**config.mk**
```make
export PLATFORM = sky130hd
export DESIGN_NAME = spi_fsm
export DESIGN_NICKNAME = d
export VERILOG_FILES = /design/src/rtl/spi_fsm_pkg.sv /design/src/rtl/spi_fsm_bit_counter.sv /design/src/rtl/spi_fsm.sv
export SDC_FILE = /design/constraint.sdc
export NUM_CORES = 1
export LEC_CHECK = 0
export CAP_MARGIN = 40
export CORE_MARGIN = 2
export CORE_UTILIZATION = 44
export DETAILED_ROUTE_END_ITERATION = 8
export PLACE_DENSITY = 0.74
export SYNTH_ARGS = -nofsm -noshare
export SYNTH_HDL_FRONTEND = slang
export SYNTH_SLANG_ARGS = --single-unit
```
**constraint.sdc**
```tcl
create_clock -name clk -period 1.4 [get_ports clk]
set_input_delay 0.28 -clock clk [delete_from_list [all_inputs] [get_ports clk]]
set_output_delay 0.28 -clock clk [all_outputs]
set_load 0.01 [all_outputs]
```
**src/rtl/spi_fsm_pkg.sv**
```systemverilog
// -----------------------------------------------------------------------------
// spi_fsm_pkg
// Shared definitions for the SPI slave control FSM:
//   - default bits-per-byte constant
//   - state encoding (legacy-compatible 3-bit localparams)
//   - packed control-output bundle and its Moore decode function
// -----------------------------------------------------------------------------
package spi_fsm_pkg;

    localparam int SPI_WIDTH_DEFAULT = 8;
    localparam int STATE_W           = 3;

    localparam logic [2:0] ST_IDLE        = 3'd0;
    localparam logic [2:0] ST_GET_ADDR    = 3'd1;
    localparam logic [2:0] ST_GOT_ADDR    = 3'd2;
    localparam logic [2:0] ST_READ_LOAD   = 3'd3;
    localparam logic [2:0] ST_READ_SHIFT  = 3'd4;
    localparam logic [2:0] ST_WRITE_GET   = 3'd5;
    localparam logic [2:0] ST_WRITE_STORE = 3'd6;
    localparam logic [2:0] ST_DONE        = 3'd7;

    typedef struct packed {
        logic busy;
        logic addr_latch_en;
        logic mem_write_en;
        logic sr_parallel_load;
        logic miso_buf_en;
    } spi_ctl_t;

    // Moore output decode: the control bundle is a pure function of state.
    function automatic spi_ctl_t decode_outputs(input logic [2:0] state);
        spi_ctl_t ctl;
        ctl                  = '0;
        ctl.busy             = (state != ST_IDLE);
        ctl.addr_latch_en    = (state == ST_GOT_ADDR);
        ctl.mem_write_en     = (state == ST_WRITE_STORE);
        ctl.sr_parallel_load = (state == ST_READ_LOAD);
        ctl.miso_buf_en      = (state == ST_READ_SHIFT);
        return ctl;
    endfunction

endpackage

```
**src/rtl/spi_fsm_bit_counter.sv**
```systemverilog
// -----------------------------------------------------------------------------
// bit_counter
// Saturating up-counter used to count SCLK edges within one FSM state.
// Ports:
//   i_clk    system clock
//   i_rst_n  asynchronous active-low reset (count -> 0)
//   i_clear  synchronous clear, has priority over i_en
//   i_en     increment by one this cycle
//   o_count  current count
// -----------------------------------------------------------------------------
module bit_counter #(
    parameter int CNT_W = 4
) (
    input  logic             i_clk,
    input  logic             i_rst_n,
    input  logic             i_clear,
    input  logic             i_en,
    output logic [CNT_W-1:0] o_count
);

    logic [CNT_W-1:0] r_count;

    // Count register: clear wins, otherwise saturate instead of wrapping.
    always_ff @(posedge i_clk or negedge i_rst_n) begin
        if (!i_rst_n) begin
            r_count <= '0;
        end else if (i_clear) begin
            r_count <= '0;
        end else if (i_en && (r_count != {CNT_W{1'b1}})) begin
            r_count <= r_count + CNT_W'(1);
        end else begin
            r_count <= r_count;
        end
    end

    assign o_count = r_count;

endmodule

```
**src/rtl/spi_fsm.sv**
```systemverilog
// -----------------------------------------------------------------------------
// spi_fsm
// Control FSM of an SPI slave: collects an address/RW byte, then either shifts
// a byte out (read) or collects a byte and strobes the memory write (write).
// Ports:
//   clk            system clock, rising edge
//   resetN         asynchronous active-low reset
//   csN            chip select, active-low, synchronous to clk
//   sclkPosEdge    one-clk pulse per SCLK rising edge
//   sclkNegEdge    one-clk pulse per SCLK falling edge
//   rwBit          R/W bit from the shift register (1 = read)
//   addrLatchEn    load address latch
//   memWriteEn     data memory write strobe
//   srParallelLoad shift register parallel load
//   misoBufEn      MISO tri-state enable
//   busy           high whenever the FSM is not idle
// -----------------------------------------------------------------------------
module spi_fsm
    import spi_fsm_pkg::*;
#(
    parameter int WIDTH = SPI_WIDTH_DEFAULT
) (
    input  logic clk,
    input  logic resetN,
    input  logic csN,
    input  logic sclkPosEdge,
    input  logic sclkNegEdge,
    input  logic rwBit,
    output logic addrLatchEn,
    output logic memWriteEn,
    output logic srParallelLoad,
    output logic misoBufEn,
    output logic busy
);

    localparam int               CNT_W    = $clog2(WIDTH) + 1;
    // The edge that arrives while the count is WIDTH-1 is the WIDTH-th edge.
    localparam logic [CNT_W-1:0] LAST_CNT = CNT_W'(WIDTH - 1);

    logic [STATE_W-1:0] r_state;
    logic [STATE_W-1:0] w_next_state;
    logic [CNT_W-1:0]   w_count;
    logic               w_cnt_en;
    logic               w_cnt_clear;
    logic               w_last_edge;
    spi_ctl_t           r_ctl;

    // Select which SCLK edge (if any) the current state counts.
    always_comb begin
        w_cnt_en = 1'b0;
        case (r_state)
            ST_GET_ADDR,
            ST_WRITE_GET:  w_cnt_en = sclkPosEdge;
            ST_READ_SHIFT: w_cnt_en = sclkNegEdge;
            default:       w_cnt_en = 1'b0;
        endcase
    end

    assign w_last_edge = w_cnt_en && (w_count == LAST_CNT);

    // Next-state decode; deselect aborts from any non-idle state.
    always_comb begin
        w_next_state = r_state;
        if ((r_state != ST_IDLE) && csN) begin
            w_next_state = ST_IDLE;
        end else begin
            case (r_state)
                ST_IDLE: begin
                    if (!csN) begin
                        w_next_state = ST_GET_ADDR;
                    end else begin
                        w_next_state = ST_IDLE;
                    end
                end
                ST_GET_ADDR: begin
                    if (w_last_edge) begin
                        w_next_state = ST_GOT_ADDR;
                    end else begin
                        w_next_state = ST_GET_ADDR;
                    end
                end
                ST_GOT_ADDR: begin
                    if (rwBit) begin
                        w_next_state = ST_READ_LOAD;
                    end else begin
                        w_next_state = ST_WRITE_GET;
                    end
                end
                ST_READ_LOAD:   w_next_state = ST_READ_SHIFT;
                ST_READ_SHIFT: begin
                    if (w_last_edge) begin
                        w_next_state = ST_DONE;
                    end else begin
                        w_next_state = ST_READ_SHIFT;
                    end
                end
                ST_WRITE_GET: begin
                    if (w_last_edge) begin
                        w_next_state = ST_WRITE_STORE;
                    end else begin
                        w_next_state = ST_WRITE_GET;
                    end
                end
                ST_WRITE_STORE: w_next_state = ST_DONE;
                ST_DONE:        w_next_state = ST_DONE;
                default:        w_next_state = ST_IDLE;
            endcase
        end
    end

    // Counter restarts on every state change, including re-entry to IDLE.
    assign w_cnt_clear = (w_next_state != r_state);

    bit_counter #(
        .CNT_W (CNT_W)
    ) u_bit_counter (
        .i_clk   (clk),
        .i_rst_n (resetN),
        .i_clear (w_cnt_clear),
        .i_en    (w_cnt_en),
        .o_count (w_count)
    );

    // State register.
    always_ff @(posedge clk or negedge resetN) begin
        if (!resetN) begin
            r_state <= ST_IDLE;
        end else begin
            r_state <= w_next_state;
        end
    end

    // Output register: decoding the next state keeps outputs aligned with
    // r_state while presenting glitch-free flop outputs.
    always_ff @(posedge clk or negedge resetN) begin
        if (!resetN) begin
            r_ctl <= '0;
        end else begin
            r_ctl <= decode_outputs(w_next_state);
        end
    end

    assign busy           = r_ctl.busy;
    assign addrLatchEn    = r_ctl.addr_latch_en;
    assign memWriteEn     = r_ctl.mem_write_en;
    assign srParallelLoad = r_ctl.sr_parallel_load;
    assign misoBufEn      = r_ctl.miso_buf_en;

endmodule

```
==> results of run 1 <==
[flip-flops by register name (all words and copies together), names as in the netlist]
name                   cells
u_bit_counter.o_count      4
r_state                    3
addrLatchEn                1
busy                       1
memWriteEn                 1
misoBufEn                  1
srParallelLoad             1
[worst min path at each step]
stage | startpoint | endpoint | cells past startpoint
floorplan | resetN | addrLatchEn$_DFF_PN0_ | 0
global placement | resetN | srParallelLoad$_DFF_PN0_ | 2
detailed placement | resetN | u_bit_counter.o_count[0]$_DFFE_PN0P_ | 2
CTS | resetN | addrLatchEn$_DFF_PN0_ | 2
global route | resetN | addrLatchEn$_DFF_PN0_ | 2
finish | resetN | srParallelLoad$_DFF_PN0_ | 2
[routing by layer]
layer,vias up,routed length [um],track usage (%),share of wire (%)
li1,277,-,-,-
met1,259,655,21.7,42
met2,14,832,34.7,53
met3,4,61,6.90,3.9
met4,0,22,5.63,1.4
met5,-,0,0,0
[per-stage QoR]
stage,worst slack (ps),total power [W],cell area [um^2]
after global routing,-196,0.000769,981
after floorplan,-52.5,0.000396,642
after detailed placement,-428,0.000445,840
after global placement,-395,0.000443,840
after CTS,-135,0.000731,925
final,-175,0.000734,981
[what timing repair did]
item	4_1_cts	5_1_grt
resized for setup	13	11
setup endpoints to repair	13	9
pin swaps	7	5
setup buffers	1	2
[power breakdown]
group	leakage, nW	switching, W	internal [W]	total, W
Sequential	0.162	0.00000612	0.000353	0.000359
Clock	0.0210	0.000121	0.000158	0.000279
Combinational	0.272	0.0000458	0.0000505	0.0000963
Total	0.455	0.000173	0.000561	0.000734
[final cells by class]
| cell class | instances | share of cell area (%) |
|---|---|---|
| well taps | 15 | 1.91 |
| repair buffers | 27 | 23.1 |
| multi-input cells | 44 | 39.9 |
| flip-flops and latches | 12 | 30.6 |
| clock buffers | 4 | 3.70 |
| inverters | 2 | 0.765 |
[cells by family after synthesis]
logic type	count (synthesis)	share of synthesized area (%)
muxes	2	3.13
xor gates and xnor gates	1	1.37
AOI/OAI and AO/OA	17	19.4
adders and majority gates	1	1.96
buffers and inverters	5	5.28
and+or+nand+nor	23	21.9
DFF	12	47.0
[synth_stat cells, drive strengths merged (2+ instances only)]
cell type / number
a211oi: 2
a21oi: 7
buf: 3
dfrtp: 12
inv: 2
mux2i: 2
nand2: 5
nand2b: 2
nand3: 2
nor2: 4
nor3: 2
o21ai: 2
==> metrics.txt, run 1 <==
Vias/cell 5.33; Fin. Hold Viols 0; Worst-path clk slew 80 ps; dominant cell type by area after synthesis dfrtp_1; hold_ws 298 ps; power per cell area 748 mW/mm^2; drt first pass iters 5; Slew headroom 77.9%; # IOs 11; Worst Path Buf+Inv 0; Cell Area, Synth 639 um^2; Worst Hold Class primary input to async pin; Die Footprint 0.00177 mm^2; Final Cycle Share 112%; unrepaired setup endpoints after global routing true; worst reg-to-reg setup slack -170 ps; ys async rst share 100%; distinct cell type count after synthesis 29; endpoints failing setup 7; # port buffers 10; reg-to-reg endpoint addrLatchEn$_DFF_PN0_; vias in the first global route 545; syn_nets 68; most frequent cells in the layout buf_4 (16), dfrtp_1 (12), dlygate4sd2_1 (6), a21oi_1 (5); peak supply drop 0.532 mV; final core occ 73.5%; Nets 97; Sequential cell area 300 um^2; Area Overhead vs Synth 53.4%; number of diodes 0; Top delay family on crit path compound AO/OA/AOI/OAI gates; Arrival @ worst endpoint 1740 ps; drt initial violations 10; critical-path cell list nand3b_4, a2111o_1, a2111oi_4; Period minus WS final 1570 ps; Critical Path Sink Type flip-flop; # hold bufs at CTS 0; DR DRC count 0; GRT Residual Overflow 0; share of layout cells above drive strength 1 47.2%; Starting Density 47.9%; Setup Total Neg Slack -805 ps; Post-synth top flop dfrtp_1; Cells after Synth 61; Worst Clk Skew 5.71 ps; Critical Path Slowest Stage Cell a2111o_1; Max Freq 0.635 GHz; Fillers 100; initial antenna violation count 0; Total Wirelength 1.57 mm; cts bufs inserted 3; crit path launch r_state[0]$_DFF_PN0_; global-route usage over all layers 19.4%; via count 554; Critical Path Sink addrLatchEn$_DFF_PN0_; area of the multi-input gates 392 um^2; Yosys reg bits 12; placed cell count 97; EDFF count, synth 0; WP data required 1570 ps; peak fanout along the critical path 4; fin worst setup slack -175 ps; Non-Filler Instances 104; Reg2Reg Depth 3; routed wire length per instance 15.1 um; Leakage 0.455 nW; failing checks negative setup slack; actual slew at the worst max-slew pin 328 ps; routability cong. 0.825; status finished, violations left; core area 0.00133 mm^2; CTS Root Cell clkbuf_4; Die Y 42.1 um; CTS tree built; Avg Inst Size Synth 10.5 um^2; Synth area leaders dfrtp_1 (47%), a21oi_1 (5.5%), mux2i_1 (3.1%), nand3b_4 (3.1%), nand2_1 (2.9%); Ys Warns 0; Core Rows 13; critical path depth 3; largest net degree at the start of global routing 13; Die X 42.1 um; commonest non-fill, non-tap cell in the layout buf_4; Post-DRT Antenna Nets 0; Critical Setup Path Class flip-flop to flip-flop; share of the synthesized area in the top cell type 47.0%; clock sinks 12; Worst setup SP type flip-flop; max-cap violation count 0; worst-skew pair later-pin latency 270 ps; fin. max-slew vios 0; Clock Path Buffers 2; Reg2Reg Launch Point r_state[0]$_DFF_PN0_; first-pass GRT wire length 2.52 mm; post-DP HPWL 1.12 mm; max incr delay on CP 480 ps; H-Tree Depth 1; post-synthesis sequential area ratio 47.0%
(Power assumes the default switching activity.)
==> run 2: changes to the inputs <==
SYNTH_HIERARCHICAL = 1   (was not set)
==> metrics.txt, run 2 <==
initial antenna violation count 0; max-cap violation count 0; EDFF count, synth 0; distinct cell type count after synthesis 31; DR DRC count 0; Final Cycle Share 109%; critical-path cell list nand2b_4, a21o_1, a31oi_4, buf_4, nand2b_1, mux2i_1; Die Y 41.3 um; power after layout 0.000740 W; Post-synth top flop dfrtp_1; Arrival @ worst endpoint 1680 ps; max incr delay on CP 500 ps; dominant cell type by area after synthesis dfrtp_1; Critical Path Slowest Stage Cell dfrtp_2; Worst setup SP type flip-flop; power per cell area 770 mW/mm^2; number of diodes 0; # port buffers 10; failing checks negative setup slack; Die X 41.3 um; Synth area leaders dfrtp_1 (49%), nand2b_1 (3.1%), nor2b_1 (3.1%), a21oi_1 (2.4%), o21ai_0 (2.4%); routability cong. 0.795; largest net degree at the start of global routing 13; share of layout cells above drive strength 1 43.2%; pre-CTS setup slack -396 ps; Leakage 0.477 nW; share of the synthesized area in the top cell type 49.0%; Total Wirelength 1.65 mm; Fin. Hold Viols 0; drt initial violations 8; Avg Inst Size Synth 10.8 um^2; most common cell in the netlist dfrtp_1; most frequent cells in the layout buf_4 (17), dfrtp_1 (9), dlygate4sd2_1 (5), nor2_1 (4); Max Freq 0.656 GHz; fin. max-slew vios 0; # IOs 11; post-synthesis sequential area ratio 49.0%; H-Tree Depth 1; first-pass GRT wire length 2.46 mm; Largest register FFs 4; ys async rst share 100%; vias in the first global route 546; area post-placement 873 um^2; GRT Residual Overflow 0; syn_nets 64; cts bufs inserted 3; Final Instance Area 961 um^2; Cell Area, Synth 613 um^2; commonest cells in the netlist dfrtp_1 (12), nor2_1 (4); final core occ 73.8%; actual slew at the worst max-slew pin 255 ps; Core Rows 13; Period minus WS final 1520 ps; status finished, violations left; post-DP HPWL 1.09 mm; Clock Path Buffers 2; Worst Clk Skew 4.13 ps; Starting Density 47.1%; worst-skew pair later-pin latency 270 ps; WP data required 1560 ps; CTS tree built; Area Overhead vs Synth 56.7%; peak fanout along the critical path 6; Die Footprint 0.00171 mm^2; Yosys reg bits 12; routed wire length per instance 16.0 um; Slew headroom 82.7%; peak supply drop 0.430 mV; Ys Warns 6; via count 574; Vias/cell 5.57; global-route usage over all layers 23.3%; Critical Path Sink Type flip-flop; Post-DRT Antenna Nets 0; unrepaired setup endpoints after global routing true; Nets 96; drt first pass iters 3; endpoints failing setup 2; clock sinks 12; Worst Hold Class primary input to async pin; Cells after Synth 57; Reg2Reg Depth 6; Worst-path clk slew 70 ps; fin worst setup slack -125 ps; CTS Root Cell clkbuf_4; core area 0.00130 mm^2; Critical Setup Path Class flip-flop to flip-flop; commonest non-fill, non-tap cell in the layout buf_4
## run 2: changes by cell type after synthesis, moves of 2 or more
cell      before  now
a21oi_1        7    3
nand2_1        5    2
a211oi_1       2    0
nand3_1        2    0
nor2b_1        1    3
## run 2: metal layers
| layer | track usage, % | wire, um | up-vias |
|---|---|---|---|
| li1 | - | - | 272 |
| met1 | 27.2 | 687 | 279 |
| met2 | 38.7 | 861 | 17 |
| met3 | 4.26 | 50 | 6 |
| met4 | 15.3 | 47 | 0 |
| met5 | 0 | 0 | - |
## run 2: repair_timing
item / CTS / global route
endpoints found under the setup margin: 9 / 4
gates resized for setup: 7 / 10
setup buffers: 1 / 1
pin swaps: 0 / 5
hold buffers: 0 / 0
## run 2: final timing paths
kind                                                            from                              endpoint  slack, ps
max in group asynchronous                                     resetN                  r_state[2]$_DFF_PN0_        930
worst max-delay path                            r_state[0]$_DFF_PN0_  u_bit_counter/o_count[1]$_DFFE_PN0P_       -120
min in group clk                                                 csN                  memWriteEn$_DFF_PN0_        380
worst min register to register  u_bit_counter/o_count[1]$_DFFE_PN0P_  u_bit_counter/o_count[1]$_DFFE_PN0P_        610
worst min-delay path                                          resetN              srParallelLoad$_DFF_PN0_        300
worst max register to register                  r_state[0]$_DFF_PN0_  u_bit_counter/o_count[1]$_DFFE_PN0P_       -120
## run 2: cell families after synthesis
group	count (synthesis)	synth area share (%)
and+or+nand+nor	25	27.8
AOI/OAI and AO/OA	12	12.2
DFF	12	49.0
buffers and inverters	4	3.06
muxes	2	4.08
adders and majority gates	2	3.88
## run 2: metrics by stage
stage          TNS (ps)  cells  hold WS, ps
2_1_floorplan     -89.4     57        -15.6
3_3_place_gp      -1350     97          575
3_5_place_dp      -1530     97          598
4_1_cts            -265    102          303
5_1_grt            -406    103          302
6_report           -236    103          303
## run 2: final cells by class
cell class | count | area [um^2]
Inverter | 3 | 11.3
Fill cell | 107 | 340
Clock buffer | 4 | 36.3
Multi-Input combinational cell | 41 | 353
Sequential cell | 12 | 304
Timing Repair Buffer | 28 | 238
Tap cell | 15 | 18.8
## run 2: power breakdown
part	leakage (nW)	switching, W	internal [W]
clock	0.0210	0.000113	0.000158
sequential	0.158	0.00000965	0.000353
combinational	0.298	0.0000462	0.0000602
## run 2: worst max-delay path: cells and delay by family (launching register included)
family                 cells  cell delay (ps)
AO/OA/AOI/OAI              2              400
buffers and inverters      1              160
flip-flops                 1              500
multiplexers               1               70
AND/OR/NAND/NOR            2              280
